### config.mk
export PLATFORM = sky130hd
export DESIGN_NAME = tanh_arbiter
export DESIGN_NICKNAME = d
export VERILOG_FILES = /design/src/rtl/tanh_arbiter.sv
export SDC_FILE = /design/constraint.sdc
export NUM_CORES = 1
export LEC_CHECK = 0
export ABC_AREA = 1
export BUFFER_PORTS_ARGS = -buffer_cell sky130_fd_sc_hd__buf_2
export CAP_MARGIN = 30
export CORE_MARGIN = 2
export CORE_UTILIZATION = 35
export CTS_BUF_LIST = sky130_fd_sc_hd__clkbuf_4 sky130_fd_sc_hd__clkbuf_8
export DETAILED_ROUTE_END_ITERATION = 12
export PLACE_DENSITY = 0.68
export SYNTH_ARGS = -nofsm -noshare
export SYNTH_HDL_FRONTEND = slang
export SYNTH_SLANG_ARGS = --single-unit
### constraint.sdc
create_clock -name clk -period 2.5 [get_ports clk]
set_clock_uncertainty 0.15 [all_clocks]
set_input_delay 0.375 -clock clk [delete_from_list [all_inputs] [get_ports clk]]
set_output_delay 0.375 -clock clk [all_outputs]
set_load 0.05 [all_outputs]
### src/rtl/tanh_arbiter.sv
// tanh_arbiter: round-robin sharing of one 1-cycle tanh unit among N_REQ
// requesters. Each accepted operand is tagged with its requester index; the
// tanh result is queued with that tag in a small FIFO and returned on a
// valid/ready response bus. Issue is credit-limited so the FIFO never overflows.
module tanh_arbiter #(
    parameter int N_REQ      = 4,
    parameter int DAT_W      = 8,
    parameter int ID_W       = $clog2(N_REQ),
    parameter int FIFO_DEPTH = 2
) (
    input  logic                     clk,
    input  logic                     rst_n,
    input  logic                     cfg_en,
    input  logic [N_REQ-1:0]         req_valid,
    input  logic [N_REQ*DAT_W-1:0]   req_data,
    output logic [N_REQ-1:0]         req_ready,
    output logic [DAT_W-1:0]         act_x,
    output logic                     act_in_valid,
    input  logic [DAT_W-1:0]         act_y,
    input  logic                     act_out_valid,
    output logic                     rsp_valid,
    output logic [ID_W-1:0]          rsp_id,
    output logic [DAT_W-1:0]         rsp_y,
    input  logic                     rsp_ready,
    output logic                     idle,
    output logic                     err_unexp
);

    localparam int PTR_W = $clog2(FIFO_DEPTH);
    localparam int CNT_W = $clog2(FIFO_DEPTH + 1);
    localparam logic [CNT_W:0]   DEPTH_C   = (CNT_W + 1)'(FIFO_DEPTH);
    localparam logic [PTR_W-1:0] LAST_SLOT = PTR_W'(FIFO_DEPTH - 1);
    localparam logic [ID_W-1:0]  LAST_REQ  = ID_W'(N_REQ - 1);

    typedef struct packed {
        logic [ID_W-1:0]  id;
        logic [DAT_W-1:0] y;
    } entry_t;

    // Arbitration and credit state
    logic [ID_W-1:0]  ptr_q, ptr_d;
    logic             inflight_q, inflight_d;
    logic [ID_W-1:0]  tag_q, tag_d;
    logic             err_q, err_d;

    // Result FIFO state
    logic [PTR_W-1:0] wr_ptr_q, wr_ptr_d;
    logic [PTR_W-1:0] rd_ptr_q, rd_ptr_d;
    logic [CNT_W-1:0] count_q, count_d;
    entry_t           mem_q [FIFO_DEPTH];

    logic             grant_found;
    logic [ID_W-1:0]  grant_idx;
    logic             pop;
    logic             push;
    logic [CNT_W:0]   occ_after;
    logic             can_issue;
    logic             issue;
    entry_t           head;

    assign rsp_valid = (count_q != '0);
    assign pop       = rsp_valid & rsp_ready;
    // Only a result we are actually waiting for is stored; strays are dropped.
    assign push      = act_out_valid & inflight_q;

    // Credits: FIFO entries plus the in-flight op, minus the slot freed this cycle.
    assign occ_after = {1'b0, count_q} + (CNT_W + 1)'(inflight_q) - (CNT_W + 1)'(pop);
    assign can_issue = cfg_en & (occ_after < DEPTH_C);
    assign issue     = can_issue & grant_found;

    assign head      = mem_q[rd_ptr_q];
    assign idle      = ~inflight_q & (count_q == '0) & ~(|req_valid);
    assign err_unexp = err_q;

    // Round-robin search: first valid requester starting at the pointer.
    always_comb begin
        grant_found = 1'b0;
        grant_idx   = '0;
        for (int k = 0; k < N_REQ; k++) begin
            if (!grant_found && req_valid[(int'(ptr_q) + k) % N_REQ]) begin
                grant_found = 1'b1;
                grant_idx   = ID_W'((int'(ptr_q) + k) % N_REQ);
            end
        end
    end

    // Issue-side and response-side outputs; zero whenever the matching valid is low.
    always_comb begin
        // NOTE: every output gets a default first so no latch is inferred.
        req_ready    = '0;
        act_x        = '0;
        act_in_valid = 1'b0;
        rsp_id       = '0;
        rsp_y        = '0;
        if (issue) begin
            req_ready[grant_idx] = 1'b1;
            act_x                = req_data[grant_idx*DAT_W +: DAT_W];
            act_in_valid         = 1'b1;
        end
        if (rsp_valid) begin
            rsp_id = head.id;
            rsp_y  = head.y;
        end
    end

    // Next-state for the pointer, in-flight tag, FIFO pointers and error flag.
    always_comb begin
        ptr_d      = ptr_q;
        inflight_d = issue;
        tag_d      = tag_q;
        wr_ptr_d   = wr_ptr_q;
        rd_ptr_d   = rd_ptr_q;
        count_d    = count_q;
        err_d      = err_q | (act_out_valid & ~inflight_q);

        if (issue) begin
            tag_d = grant_idx;
            ptr_d = (grant_idx == LAST_REQ) ? '0 : grant_idx + 1'b1;
        end
        if (push) begin
            wr_ptr_d = (wr_ptr_q == LAST_SLOT) ? '0 : wr_ptr_q + 1'b1;
        end
        if (pop) begin
            rd_ptr_d = (rd_ptr_q == LAST_SLOT) ? '0 : rd_ptr_q + 1'b1;
        end
        case ({push, pop})
            2'b10:   count_d = count_q + 1'b1;
            2'b01:   count_d = count_q - 1'b1;
            default: count_d = count_q;
        endcase
    end

    // Control registers; reset drops any in-flight op and empties the FIFO.
    always_ff @(posedge clk or negedge rst_n) begin
        if (!rst_n) begin
            ptr_q      <= '0;
            inflight_q <= 1'b0;
            tag_q      <= '0;
            wr_ptr_q   <= '0;
            rd_ptr_q   <= '0;
            count_q    <= '0;
            err_q      <= 1'b0;
        end else begin
            // NOTE: sequential state uses <= so every register updates from pre-edge values.
            ptr_q      <= ptr_d;
            inflight_q <= inflight_d;
            tag_q      <= tag_d;
            wr_ptr_q   <= wr_ptr_d;
            rd_ptr_q   <= rd_ptr_d;
            count_q    <= count_d;
            err_q      <= err_d;
        end
    end

    // Result storage written with the tag of the op that produced it.
    // NOTE: storage is not reset; rsp_id/rsp_y are masked by rsp_valid so stale contents never leak.
    always_ff @(posedge clk) begin
        if (push) begin
            mem_q[wr_ptr_q] <= {tag_q, act_y};
        end
    end

endmodule

==> results_dict.tcl <==
set metrics [dict create \
    clk_latency_ns 0.28 \
    slew_headroom_pct 70.3 \
    grt_pass1_vias 1842 \
    rsz0062_at_grt "yes" \
    synth_top_family_by_area "simple AND/OR/NAND/NOR gates" \
    leakage_uw 0.00148 \
    ys_seq_elements 30 \
    pwr-share-clk_pct 12.7 \
    pwr-share-comb_pct 71.7 \
    cp.depth 12 \
    switching_share_pct 52.8 \
    crit_path_cell_trace "nor2_2, nor2_2, ha_1, inv_1, nand2_1, fa_1, o211a_1, nand3_4, clkinvlp_4, nand2_4, o21ai_4, buf_6" \
    dp_cells 413 \
    reg2reg_depth 12 \
    min_period_ns 3.09 \
    ys_warn_count 0 \
    drv_slew 0 \
    die_h_um 79.0 \
    holdCritPathClass "in2reg" \
    synthMuxAreaShare_pct 0 \
    final_util_pct 54.1 \
    grt_pass1_wl_um 8090 \
    syn2layout_area_growth_pct 50.4 \
    worstPathMaxFanout 5 \
    cp_common_cell "nor2_2" \
    layout.cells.non_filler 423 \
    htree_levels 2 \
    n_fill_cell 533 \
    yosysMostFrequentCell "nand2_1" \
    die_w_um 79.0 \
    grt-ovfl-total 0 \
    critPathLaunchType "register" \
    gp_congestion 0.741 \
    path_class "reg2out" \
    syn_avg_cell_area_um2 7.85 \
    synthArstFlopShare_pct 33.3 \
    drtAntennaViolNets 0 \
    cp.arrival_ns 2.57 \
    synth-compound-area-share_pct 8.01 \
    hold_viol 0 \
    p_per_area_nw_per_um2 1570 \
    clock.fmax_ghz 0.324 \
    grt_max_degree 19 \
    coreArea_um2 5470 \
    multi_input_area_um2 1070 \
    die_area_um2 6240 \
    ys_seq_area_share_pct 43.2 \
    vias_per_cell 4.53 \
    p_int_uw 2200 \
    fin_crit_sh_pct 124 \
    routed_wl_um 4730 \
    crit_buf_inv 3 \
    rows 27 \
    initial_core_util_pct 36.0 \
    clk_pin_slew_ns 0.06 \
    synth_ff_type "edfxtp_1" \
    setup_ws_ns -0.591 \
    hold_depth 1 \
    status "complete, but fails checks" \
    antenna_found_initial 0 \
    syn_area_um2 1970 \
    seqPwrFrac_pct 15.6 \
    drtIter0Drc 69 \
    worstSetupEndpointType "primary output" \
    wl_per_cell_um 11.2 \
    tightest_slew_ns 0.446 \
    drc 0 \
    vias 1915 \
    finalHoldWorstSlack_ns 0.135 \
    violations "setup timing" \
    nets 406 \
    clockBufferDepth 2 \
    synthAdderAreaFrac_pct 4.83 \
    cts-root-buf "clkbuf_8" \
    setup_viol 13 \
    portBuffers 74 \
    dr.pass1.iters 4 \
    maxCapViolCount 0 \
    synth_cells 251 \
    n_antenna_cell 0 \
    grt_use_total_pct 16.2 \
    ios 75 \
    yosys-top-cells-count "nand2_1 (87), inv_1 (31), edfxtp_1 (20)" \
    seq_area_um2 851 \
    cts_sinks 30 \
    synth_fp_nets 307 \
    p_sw_uw 2460 \
    tritoncts "yes" \
    yosys.area.top_type "edfxtp_1" \
    synthDominantCellAreaShare_pct 30.5 \
    yosys.area_share.simple_pct 32.3 \
    worst_path_max_delay_cell "fa_1" \
    cpLargestDelayFamily "adder cells" \
    synth_top_cells_by_area "edfxtp_1 (30%), nand2_1 (17%), dfrtp_1 (13%)" \
    drive_gt1_share_pct 41.3 \
    peakVddDrop_v 0.000952 \
    synth_edf_count 20 \
    synth.distinct_cells 28 \
    numCtsBuffers 5 \
    max_stage_delay_ns 0.49 \
    synthXorXnorAreaFrac_pct 1.78 \
    hpwl_um 3730 \
    crit_required_ns 1.98 \
]
-- path summary, 6_finish.rpt --
| path | startpoint | to | slack (ns) |
|---|---|---|---|
| setup / recovery | count_q[1]$_DFFE_PN0P_ | act_x[4] | -0.59 |
| hold / removal | act_y[2] | mem_q[0][2]$_DFFE_PP_ | 0.14 |
| setup reg to reg | count_q[1]$_DFFE_PN0P_ | ptr_q[0]$_DFFE_PN0P_ | 0.10 |
| hold reg to reg | tag_q[1]$_DFFE_PN0P_ | mem_q[0][9]$_DFFE_PP_ | 0.33 |
| max in group asynchronous | rst_n | wr_ptr_q$_DFFE_PN0P_ | 1.66 |
| min in group asynchronous | rst_n | count_q[0]$_DFFE_PN0P_ | 0.35 |
-- layout make-up --
type | count | share of cell area, %
clock buffers | 6 | 2.79
clock inverters | 2 | 2.03
inverters | 36 | 5.03
multi-input cells | 178 | 36.1
flip-flops and latches | 30 | 28.7
well taps | 72 | 3.04
repair buffers | 99 | 22.3
-- logic make-up after synthesis --
kind of cell / Yosys count
compound gates: 30
xor+xnor: 4
fa+ha+maj: 7
buf+inv: 43
flops: 30
simple gates: 137
-- per-layer routing --
metal,routed length (um),global-route usage (%)
met1,1950,18.5
met2,2370,29.6
met3,340,5.11
met4,76,3.79
met5,0,0
-- cells in the final DEF (no fill, tap or decap), drive strengths merged --
cell type / n
fa: 1
xor2: 2
clkbuf: 6
dfrtp: 10
nand4: 10
nor2: 10
nand2: 102
xnor2: 2
clkinv: 1
nand3: 14
dlygate4sd3: 1
o211a: 1
a21oi: 15
o21bai: 1
o21ai: 13
clkinvlp: 1
edfxtp: 20
buf: 98
inv: 34
bufinv: 2
ha: 6
nor3: 1
-- what timing repair did --
action,in CTS,in global routing
hold endpoints to repair,10,0
hold buffers,1,0
resized for setup,26,1
cloned,0,0
buffers inserted,2,0
pin swaps,3,0
setup endpoints to repair,13,14
-- per-stage QoR --
step                power, uW  TNS [ns]  cell area [um2]  setup WS, ns
global route             5040     -8.98             2960        -0.737
detailed placement       3920     -5.13             2720        -0.427
CTS                      4700     -7.27             2960        -0.596
finish                   4660     -7.26             2960        -0.591
floorplan                3110     -4.49             2110        -0.514
global placement         3860     -4.83             2720        -0.408
-- state kept, by name, summed over array words and instances, names as in the netlist --
register,cells
ptr_q,2
rd_ptr_q,1
mem_q,20
tag_q,2
inflight_q,1
wr_ptr_q,1
err_unexp,1
count_q,2
-- power by group through the flow --
stage / clock network (uW) / logic, uW / registers (uW)
after floorplan: 0 / 2400 / 707
final: 594 / 3340 / 726
after detailed placement: 0 / 3180 / 737
after global placement: 0 / 3130 / 729
after global routing: 631 / 3670 / 740
after CTS: 606 / 3370 / 727
Note: power is estimated with default switching activity, not from simulation.
